<file path="config.mk">
export PLATFORM = sky130hd
export DESIGN_NAME = fft_stage_ctrl
export DESIGN_NICKNAME = d
export VERILOG_FILES = /design/src/rtl/fft_ctrl_pkg.sv /design/src/rtl/fft_beat_cnt.sv /design/src/rtl/fft_stage_ctrl.sv
export SDC_FILE = /design/constraint.sdc
export NUM_CORES = 1
export LEC_CHECK = 0
export ABC_CLOCK_PERIOD_IN_PS = 5250
export BUFFER_PORTS_ARGS = -buffer_cell sky130_fd_sc_hd__buf_2
export CAP_MARGIN = 20
export CORE_MARGIN = 4
export CORE_UTILIZATION = 45
export DETAILED_ROUTE_END_ITERATION = 12
export GPL_TIMING_DRIVEN = 1
export PLACE_DENSITY = 0.67
export SLEW_MARGIN = 20
export SYNTH_ARGS = -nofsm -noshare
export SYNTH_HDL_FRONTEND = slang
export SYNTH_SLANG_ARGS = --single-unit
</file>
<file path="constraint.sdc">
create_clock -name clk -period 5.25 [get_ports clk]
set_clock_uncertainty 0.15 [all_clocks]
set_input_delay 0.525 -clock clk [delete_from_list [all_inputs] [get_ports clk]]
set_output_delay 0.525 -clock clk [all_outputs]
set_load 0.01 [all_outputs]
</file>
<file path="src/rtl/fft_ctrl_pkg.sv">
// fft_ctrl_pkg: shared types and helpers for the SDF FFT stage controller.
package fft_ctrl_pkg;

  typedef enum logic [2:0] {
    ST_IDLE  = 3'd0,
    ST_FILL  = 3'd1,
    ST_BFLY  = 3'd2,
    ST_DRAIN = 3'd3,
    ST_FLUSH = 3'd4
  } fft_stage_state_t;

  localparam logic BF_SEL_FILL = 1'b0;
  localparam logic BF_SEL_BFLY = 1'b1;

  // The delay line has one extra output register on top of its shift stages.
  function automatic int half_beats(input int depth);
    return depth + 1;
  endfunction

endpackage

</file>
<file path="src/rtl/fft_beat_cnt.sv">
// fft_beat_cnt: modulo-HALF beat counter with load and terminal-count flag.
module fft_beat_cnt #(
  parameter int HALF  = 17,
  parameter int CNT_W = 5
) (
  input  logic             clk,
  input  logic             rstn,
  input  logic             ld_i,
  input  logic [CNT_W-1:0] ld_val_i,
  output logic [CNT_W-1:0] cnt_o,
  output logic             tc_o
);

  localparam logic [CNT_W-1:0] LAST = CNT_W'(HALF - 1);

  logic [CNT_W-1:0] cnt_q, cnt_d;

  assign cnt_o = cnt_q;
  assign tc_o  = (cnt_q == LAST);

  // Load wins over counting; wrap to zero after the last beat of a half.
  always_comb begin
    cnt_d = cnt_q + 1'b1;
    if (ld_i) begin
      cnt_d = ld_val_i;
    end else if (tc_o) begin
      cnt_d = '0;
    end
  end

  // Counter register.
  always_ff @(posedge clk or negedge rstn) begin
    if (!rstn) cnt_q <= '0;
    else       cnt_q <= cnt_d;
  end

endmodule

</file>
<file path="src/rtl/fft_stage_ctrl.sv">
// fft_stage_ctrl: sequencer for one radix-2 SDF FFT stage (mux select,
// twiddle address, input supervision, output beat tagging).
// Optional macro FFT_STAGE_CTRL_STATS_EN adds frame_cnt/err_cnt outputs.
//
// state | meaning
// IDLE  | waiting for a start-of-frame beat
// FILL  | first half of a frame enters the delay line
// BFLY  | second half; butterfly, sum beats go out
// DRAIN | difference beats leave the delay line
// FLUSH | after a protocol error, purge the delay line
module fft_stage_ctrl
  import fft_ctrl_pkg::*;
#(
  parameter int DATA_HEIGHT = 16,
  parameter int CNT_W       = $clog2(DATA_HEIGHT + 1)
) (
  input  logic             clk,
  input  logic             rstn,
  input  logic             in_valid,
  input  logic             in_sof,
  output logic             in_ready,
  output logic             bf_sel,
  output logic [CNT_W-1:0] tw_addr,
  output logic             dout_valid,
  output logic             dout_sof,
  output logic             dout_last,
`ifdef FFT_STAGE_CTRL_STATS_EN
  output logic [15:0]      frame_cnt,
  output logic [15:0]      err_cnt,
`endif
  output logic             err
);

  localparam int HALF = half_beats(DATA_HEIGHT);

  fft_stage_state_t state_q, state_d;
  logic             have_prev_q, have_prev_d;
  logic             dout_valid_q, dout_valid_d;
  logic             dout_sof_q, dout_sof_d;
  logic             dout_last_q, dout_last_d;
  logic             err_q, err_d;
  logic             cnt_ld;
  logic [CNT_W-1:0] cnt_ld_val;
  logic [CNT_W-1:0] cnt;
  logic             cnt_tc;
  logic             beat_ok;

  fft_beat_cnt #(
    .HALF  (HALF),
    .CNT_W (CNT_W)
  ) u_beat_cnt (
    .clk      (clk),
    .rstn     (rstn),
    .ld_i     (cnt_ld),
    .ld_val_i (cnt_ld_val),
    .cnt_o    (cnt),
    .tc_o     (cnt_tc)
  );

  // A mid-frame beat must be present and must not carry a start marker.
  assign beat_ok = in_valid & ~in_sof;

  // Next state, counter control, steering decode and next output tags.
  always_comb begin
    state_d      = state_q;
    have_prev_d  = have_prev_q;
    cnt_ld       = 1'b0;
    cnt_ld_val   = '0;
    dout_valid_d = 1'b0;
    dout_sof_d   = 1'b0;
    dout_last_d  = 1'b0;
    err_d        = 1'b0;
    in_ready     = 1'b0;
    bf_sel       = BF_SEL_FILL;
    tw_addr      = '0;
    case (state_q)
      ST_IDLE: begin
        in_ready    = 1'b1;
        cnt_ld      = 1'b1;
        have_prev_d = 1'b0;
        if (in_valid) begin
          if (in_sof) begin
            // Beat 0 is taken here, so FILL starts at beat 1.
            state_d    = ST_FILL;
            cnt_ld_val = CNT_W'(1);
          end else begin
            err_d = 1'b1;
          end
        end
      end
      ST_FILL: begin
        in_ready     = 1'b1;
        dout_valid_d = have_prev_q;
        dout_last_d  = have_prev_q & cnt_tc;
        if (!beat_ok) begin
          state_d = ST_FLUSH;
          cnt_ld  = 1'b1;
          err_d   = 1'b1;
        end else if (cnt_tc) begin
          state_d = ST_BFLY;
          cnt_ld  = 1'b1;
        end
      end
      ST_BFLY: begin
        in_ready = 1'b1;
        bf_sel   = BF_SEL_BFLY;
        tw_addr  = cnt;
        if (!beat_ok) begin
          state_d = ST_FLUSH;
          cnt_ld  = 1'b1;
          err_d   = 1'b1;
        end else begin
          dout_valid_d = 1'b1;
          dout_sof_d   = (cnt == '0);
          if (cnt_tc) begin
            state_d = ST_DRAIN;
            cnt_ld  = 1'b1;
          end
        end
      end
      ST_DRAIN: begin
        in_ready     = (cnt == '0);
        dout_valid_d = 1'b1;
        dout_last_d  = cnt_tc;
        if ((cnt == '0) && in_valid && in_sof) begin
          // Back-to-back frame: remaining differences drain during FILL.
          state_d     = ST_FILL;
          cnt_ld      = 1'b1;
          cnt_ld_val  = CNT_W'(1);
          have_prev_d = 1'b1;
        end else if (cnt_tc) begin
          state_d = ST_IDLE;
          cnt_ld  = 1'b1;
        end
      end
      ST_FLUSH: begin
        if (cnt_tc) begin
          state_d = ST_IDLE;
          cnt_ld  = 1'b1;
        end
      end
      default: begin
        state_d = ST_IDLE;
        cnt_ld  = 1'b1;
      end
    endcase
  end

  // State and registered output tags, aligned with the datapath output register.
  always_ff @(posedge clk or negedge rstn) begin
    if (!rstn) begin
      state_q      <= ST_IDLE;
      have_prev_q  <= 1'b0;
      dout_valid_q <= 1'b0;
      dout_sof_q   <= 1'b0;
      dout_last_q  <= 1'b0;
      err_q        <= 1'b0;
    end else begin
      state_q      <= state_d;
      have_prev_q  <= have_prev_d;
      dout_valid_q <= dout_valid_d;
      dout_sof_q   <= dout_sof_d;
      dout_last_q  <= dout_last_d;
      err_q        <= err_d;
    end
  end

  assign dout_valid = dout_valid_q;
  assign dout_sof   = dout_sof_q;
  assign dout_last  = dout_last_q;
  assign err        = err_q;

`ifdef FFT_STAGE_CTRL_STATS_EN
  logic [15:0] frame_cnt_q, err_cnt_q;

  // Saturating counts of completed output frames and protocol errors.
  always_ff @(posedge clk or negedge rstn) begin
    if (!rstn) begin
      frame_cnt_q <= '0;
      err_cnt_q   <= '0;
    end else begin
      if (dout_last_q && (frame_cnt_q != 16'hFFFF)) frame_cnt_q <= frame_cnt_q + 16'd1;
      if (err_q && (err_cnt_q != 16'hFFFF))         err_cnt_q   <= err_cnt_q + 16'd1;
    end
  end

  assign frame_cnt = frame_cnt_q;
  assign err_cnt   = err_cnt_q;
`endif

endmodule
</file>
==> flow_summary.ini, run 1 <==
[status]
status = finished, final reports clean

[detailed_routing]
drt_iter0_drc = 32
wl_um = 1760
dr.pass1.iters = 4
wl_per_cell_um = 14.1
via_per_inst = 5.57
ant_nets = 0
vias = 696
route.detailed.drc = 0

[timing]
fin_crit_sh_pct = 45.7
maxSlewHeadroom_pct = 62.9
setup_viol = 0
worst_pin_slew_ps = 556
hold_viol = 0
finalSetupTns_ps = 0
report.final.slew_viol_count = 0
fin_crit_ps = 2400
rsz0062_at_grt = false
max_freq_ghz = 0.416

[clock_tree]
clk_pin_slew_ps = 80
numCtsBuffers = 3
clkSinkCount = 13
clock_path_buffers = 2
clk_latency_ps = 280
root_buffer = clkbuf_4
postCtsSetupBuffers = 0
cts_tree = done
htreeDepth = 1

[pwr]
power.share.sequential_pct = 43.3
p_int_uw = 203
p_total_uw = 336
power.density_nw_per_um2 = 369
p_switching_uw = 134
share_comb_of_total_power_pct = 37.8
p_sw_share_pct = 39.7
power_frac_clock_pct = 18.9
p_leak_nw = 0.422
vdd_drop_max_mv = 0.188

[worst_setup_path]
end_kind = output pin
crit_path_top_delay_cell = dfrtp_1
max_stage_delay_ps = 420
path_cells = inv_1 -> ha_1 -> nor4b_4 -> inv_1 -> a31oi_1 -> buf_2
cpLargestDelayFamily = flip-flops
cpMostUsedCell = inv_1
startpoint_type = register
crit_required_ps = 4580
critical_path_class = register to output pin
worstPathArrival_ps = 1730
path_buf_inv = 3
crit_fanout = 5

[grt]
grt_pass1_vias = 591
grt_overflow_total = 0
grt_util_all_layers_pct = 14.0
grt_pass1_wl_um = 2680
grt_max_degree = 21
antenna_found_initial = 0

[floorplan]
chipWidth_um = 50.1
rows = 14
io_pins = 15
start_util_pct = 50.1
core_um2 = 1590
dieArea_um2 = 2510
die_height_um = 50.1

[logic_synthesis]
synth_top_cell_area_share_pct = 40.8
yosys_warnings = 0
synthTopCellsByArea = dfrtp_1, nor3_1, and2_1, a21oi_1, nor2_1
syn_avg_cell_area_um2 = 9.18
synth_cell_type_count = 34
syn-cell-area_um2 = 798
synth_top_area_cell = dfrtp_1
synth_nets = 93
synth-seq-cells = 13
ys_seq_area_share_pct = 40.8
netlist_instances = 87

[final_layout]
final_common_cell = buf_2
n_antenna_cell = 0
area_growth_pct = 14.3
final_layout_size_suffix_gt1_share_pct = 20.8
nets = 108
mostFrequentLayoutCells = buf_2, dfrtp_1, nor2_1, nor3_1, a21oi_1

[placement]
place.gp.congestion = 0.852
dp_hpwl_um = 1210
port_buffers = 14

[worst_hold_path]
hold_path.class = register to register

[run]
maxCapViolations = 0
## timing repair
action                    4_1_cts  5_1_grt
hold buffers                    1        0
resized for setup               0        0
hold endpoints to repair       13        0
## worst reg2reg max path, cell delays in order (launching register included)
cell and delay, ps:
dfrtp_1 420, inv_1 90, ha_1 210, nor4b_4 330
nand2_1 110, a211oi_2 380, nor4_1 120
## worst paths after layout
check                           cells past startpoint             endpoint  slack, ps                 from
min in group asynchronous                           2             dout_sof        510                 rstn
worst min register to register                      1  u_beat_cnt.cnt_o[0]        380  u_beat_cnt.cnt_o[0]
worst max-delay path                                6             in_ready       2850  u_beat_cnt.cnt_o[0]
max in group asynchronous                           2           state_q[2]       4220                 rstn
worst max register to register                      6  u_beat_cnt.cnt_o[4]       3320  u_beat_cnt.cnt_o[0]
worst min-delay path                                1  u_beat_cnt.cnt_o[0]        380  u_beat_cnt.cnt_o[0]
## logic make-up after synthesis
logic type                 count (synthesis)  share of synthesized area, %
buffers and inverters                     11                          5.64
xor gates and xnor gates                   3                          3.29
AOI/OAI and AO/OA                         20                          16.8
muxes                                      1                          1.25
DFF                                       13                          40.8
adders and majority gates                  2                          3.13
and+or+nand+nor                           37                          29.2
## cell type report
type | instances | area (um^2)
fillers | 148 | 682
well taps | 24 | 30.0
flip-flops and latches | 13 | 325
repair buffers | 15 | 80.1
multi-input cells | 63 | 428
clock buffers | 4 | 26.3
inverters | 6 | 22.5
## cells in the mapped netlist
| library cell | instances |
|---|---|
| and2_1 | 5 |
| buf_1 | 1 |
| mux2i_1 | 1 |
| ha_1 | 2 |
| a31oi_1 | 3 |
| nand2_1 | 3 |
| o2111ai_1 | 1 |
| a211oi_2 | 1 |
| a21oi_1 | 6 |
| buf_4 | 1 |
| o311a_1 | 1 |
| nand3_1 | 2 |
| or4_1 | 1 |
| o21ai_0 | 4 |
| nor4_1 | 2 |
| a41oi_1 | 1 |
| xnor2_1 | 2 |
| and3_1 | 2 |
| nand2b_1 | 2 |
| inv_2 | 1 |
| o31ai_1 | 1 |
| dfrtp_1 | 13 |
| o32ai_1 | 2 |
| nor2b_1 | 1 |
| nand4bb_1 | 1 |
| and4bb_4 | 1 |
| nor3b_1 | 1 |
| and4_1 | 1 |
| nor4b_4 | 1 |
| nor2_1 | 7 |
| inv_1 | 5 |
| clkbuf_1 | 3 |
| nor3_1 | 7 |
| xor2_1 | 1 |
## state kept, by name (all words and copies together), names as in the netlist
name / flops
dout_last: 1
dout_sof: 1
dout_valid: 1
err: 1
have_prev_q: 1
state_q: 3
u_beat_cnt.cnt_o: 5
## power groups by stage
stage | combinational, mW | clock [mW] | sequential, mW
3_3_place_gp | 0.122 | 0 | 0.146
4_1_cts | 0.127 | 0.0645 | 0.144
3_5_place_dp | 0.125 | 0 | 0.146
5_1_grt | 0.141 | 0.0693 | 0.147
6_report | 0.127 | 0.0635 | 0.146
2_1_floorplan | 0.108 | 0 | 0.133
## routing by layer
layer,track usage [%],wire [um],up-vias
met5,0,0,-
met4,7.37,33,0
met3,3.92,116,5
met2,18.9,750,29
met1,20.0,861,315
li1,-,-,347
## stage by stage
stage	hold WS [ps]	util [%]	area (um^2)	worst slack (ps)	std cells
2_1_floorplan	79.4	-	798	3310	87
3_3_place_gp	277	54.9	876	3210	120
3_5_place_dp	277	54.9	876	3160	120
4_1_cts	376	57.2	912	2850	125
5_1_grt	395	57.2	912	2730	125
6_report	381	57.2	912	2850	125
Note: power is estimated with default switching activity, not from simulation.
==> run 2: changes to the inputs <==
Settings changed: ABC_AREA from default to 1, ABC_CLOCK_PERIOD_IN_PS 5250 to 2400, PLACE_DENSITY 0.67 to 0.68.
Clock period 5.25 ns to 2.4 ns, I/O delays scaled along.
==> run 2 against run 1 <==
Clock power up 110%. Design area decreased by 6.0%. Sequential power is 120% higher. Via count is 2.2% higher. First-iteration DRC count shrank 9.4%. Flip-flop and latch count is the same. Combinational power increased to 2.9 times the previous value. Worst setup slack lost 2400 ps. Synthesized cell count rose by 16%. Register-to-register slack got worse by 2500 ps. Critical path depth is 1 higher. Largest cell class unchanged.
==> flow_summary.ini, run 2 <==
[floorplan]
dieArea_um2 = 2330
chipWidth_um = 48.3
rows = 14
core_um2 = 1520
die_height_um = 48.3
io_pins = 15
start_util_pct = 47.9

[final_layout]
register_area_um2 = 325
fillers = 154
mostFrequentLayoutCells = nand2_1, nor2_1, inv_1, buf_2, dfrtp_1
largest_reg_flops = 5
multi_input_area_um2 = 338
final_common_cell = nand2_1
final_layout_size_suffix_gt1_share_pct = 17.5
area_growth_pct = 17.3
nets = 127
n_antenna_cell = 0

[worst_setup_path]
crit_path_top_delay_cell = dfrtp_1
path_buf_inv = 3
end_kind = output pin
critical_path_class = register to output pin
max_stage_delay_ps = 410
worstPathArrival_ps = 1600
crit_required_ps = 2010
cpLargestDelayFamily = flip-flops
path_cells = inv_1 -> ha_1 -> nand2_1 -> nor2_1 -> inv_1 -> a31oi_1 -> buf_2
startpoint_type = register
crit_fanout = 3
cpMostUsedCell = inv_1

[pwr]
power.density_nw_per_um2 = 960
power_frac_clock_pct = 16.5
vdd_drop_max_mv = 0.518
p_int_uw = 460
p_leak_nw = 0.508
power.share.sequential_pct = 38.7
share_comb_of_total_power_pct = 44.7
p_total_uw = 823
p_switching_uw = 363
p_sw_share_pct = 44.1

[logic_synthesis]
synth_nets = 107
syn_avg_cell_area_um2 = 7.23
synth_edf_count = 0
syn-cell-area_um2 = 731
synthTopCellsByCount = nand2_1, nor2_1, inv_1
netlist_instances = 101
synthFlopType = dfrtp_1
synth_top_area_cell = dfrtp_1
synth_most_common_cell = nand2_1
ys_seq_area_share_pct = 44.5
synth_top_cell_area_share_pct = 44.5
synth-seq-cells = 13
async_reset_ff_share_pct = 100
synth_cell_type_count = 15
yosys_warnings = 0
synthTopCellsByArea = dfrtp_1, nand2_1, nor2_1, inv_1, nand3_1

[detailed_routing]
wl_um = 1640
wl_met2_um = 744
met3_length_um = 109
via_per_inst = 5.23
wl_per_cell_um = 12.0
route.detailed.drc = 0
top_layer_used = met4
wirelength_met1_um = 768
dr.pass1.iters = 4
ant_nets = 0
vias = 711
drt_iter0_drc = 29

[timing]
worst_pin_slew_ps = 296
report.final.slew_viol_count = 0
setup_viol = 0
maxSlewHeadroom_pct = 80.3
max_freq_ghz = 0.503
finalSetupTns_ps = 0
fin_crit_sh_pct = 82.9
fin_crit_ps = 1990
hold_viol = 0
rsz0062_at_grt = false

[run]
maxCapViolations = 0

[clock_tree]
clk_pin_slew_ps = 80
htreeDepth = 1
clk_latency_ps = 270
numCtsBuffers = 3
cts_tree = done
root_buffer = clkbuf_4
clock_path_buffers = 2
clkSinkCount = 13

[placement]
place.gp.congestion = 0.795
dp_hpwl_um = 1220
port_buffers = 14

[status]
status = finished, final reports clean

[grt]
grt_max_degree = 14
antenna_found_initial = 0
grt_pass1_wl_um = 2580
grt_overflow_total = 0
grt_util_all_layers_pct = 15.8
grt_pass1_vias = 613

[worst_hold_path]
hold_path.class = primary input to register
run 2: cell types whose count changed after synthesis, sizes merged, moves of 4 or more:
cell / delta
a21oi: -6
and2: -5
inv: +12
nand2: +21
nand3: +10
nand4: +4
nor2: +14
nor3: -7
run 2: stage by stage:
step	hold WS, ps	std cells	instance area [um^2]	utilization, %	setup WS, ps
6_report	24.1	136	857	56.2	411
5_1_grt	21.8	136	857	56.2	250
4_1_cts	27.7	136	857	56.2	415
3_5_place_dp	-7.02	131	821	53.9	721
3_3_place_gp	-11.7	131	821	53.9	764
2_1_floorplan	-206	101	731	-	861
run 2: final timing paths:
path / startpoint / end / cells past startpoint / slack, ps
max in group asynchronous: rstn / state_q[2] / 2 / 1650
min in group asynchronous: rstn / u_beat_cnt.cnt_o[2] / 2 / 220
hold reg to reg: have_prev_q / have_prev_q / 2 / 370
hold / removal: in_sof / err / 2 / 20
setup / recovery: u_beat_cnt.cnt_o[0] / in_ready / 7 / 410
setup reg to reg: u_beat_cnt.cnt_o[0] / u_beat_cnt.cnt_o[4] / 7 / 780
run 2: area by class of cell:
type                            instances  share of cell area [%]
Tap cell                               16                    2.34
Sequential cell                        13                    38.0
Multi-Input combinational cell         70                    39.4
Clock buffer                            4                    3.07
Timing Repair Buffer                   15                    9.34
Inverter                               18                    7.88
run 2: kinds of logic (layout without fill, tap and decap cells):
logic type | Yosys count | count (layout) | share of synthesized area, %
simple gates | 62 | 62 | 37.3
buf+inv | 18 | 37 | 9.25
xor+xnor | 1 | 1 | 1.20
flops | 13 | 13 | 44.5
fa+ha+maj | 2 | 2 | 3.42
compound gates | 5 | 5 | 4.28
run 2: power groups by stage:
stage | combinational (mW) | clock (mW) | sequential (mW)
after floorplan | 0.273 | 0 | 0.313
after global placement | 0.356 | 0 | 0.318
after detailed placement | 0.363 | 0 | 0.321
after CTS | 0.366 | 0.140 | 0.316
after global routing | 0.418 | 0.151 | 0.324
final | 0.368 | 0.136 | 0.319
run 2: timing repair:
item,in CTS,in global routing
hold buffers,1,0
gates resized for setup,0,0
hold endpoints to repair,13,0
setup buffers,0,0
run 2: per-layer routing:
layer  GRT usage (%)  vias to the layer above
met5               0                        -
met4            4.30                        0
met3            4.80                        2
met2            22.9                       22
met1            22.6                      332
li1                -                      355
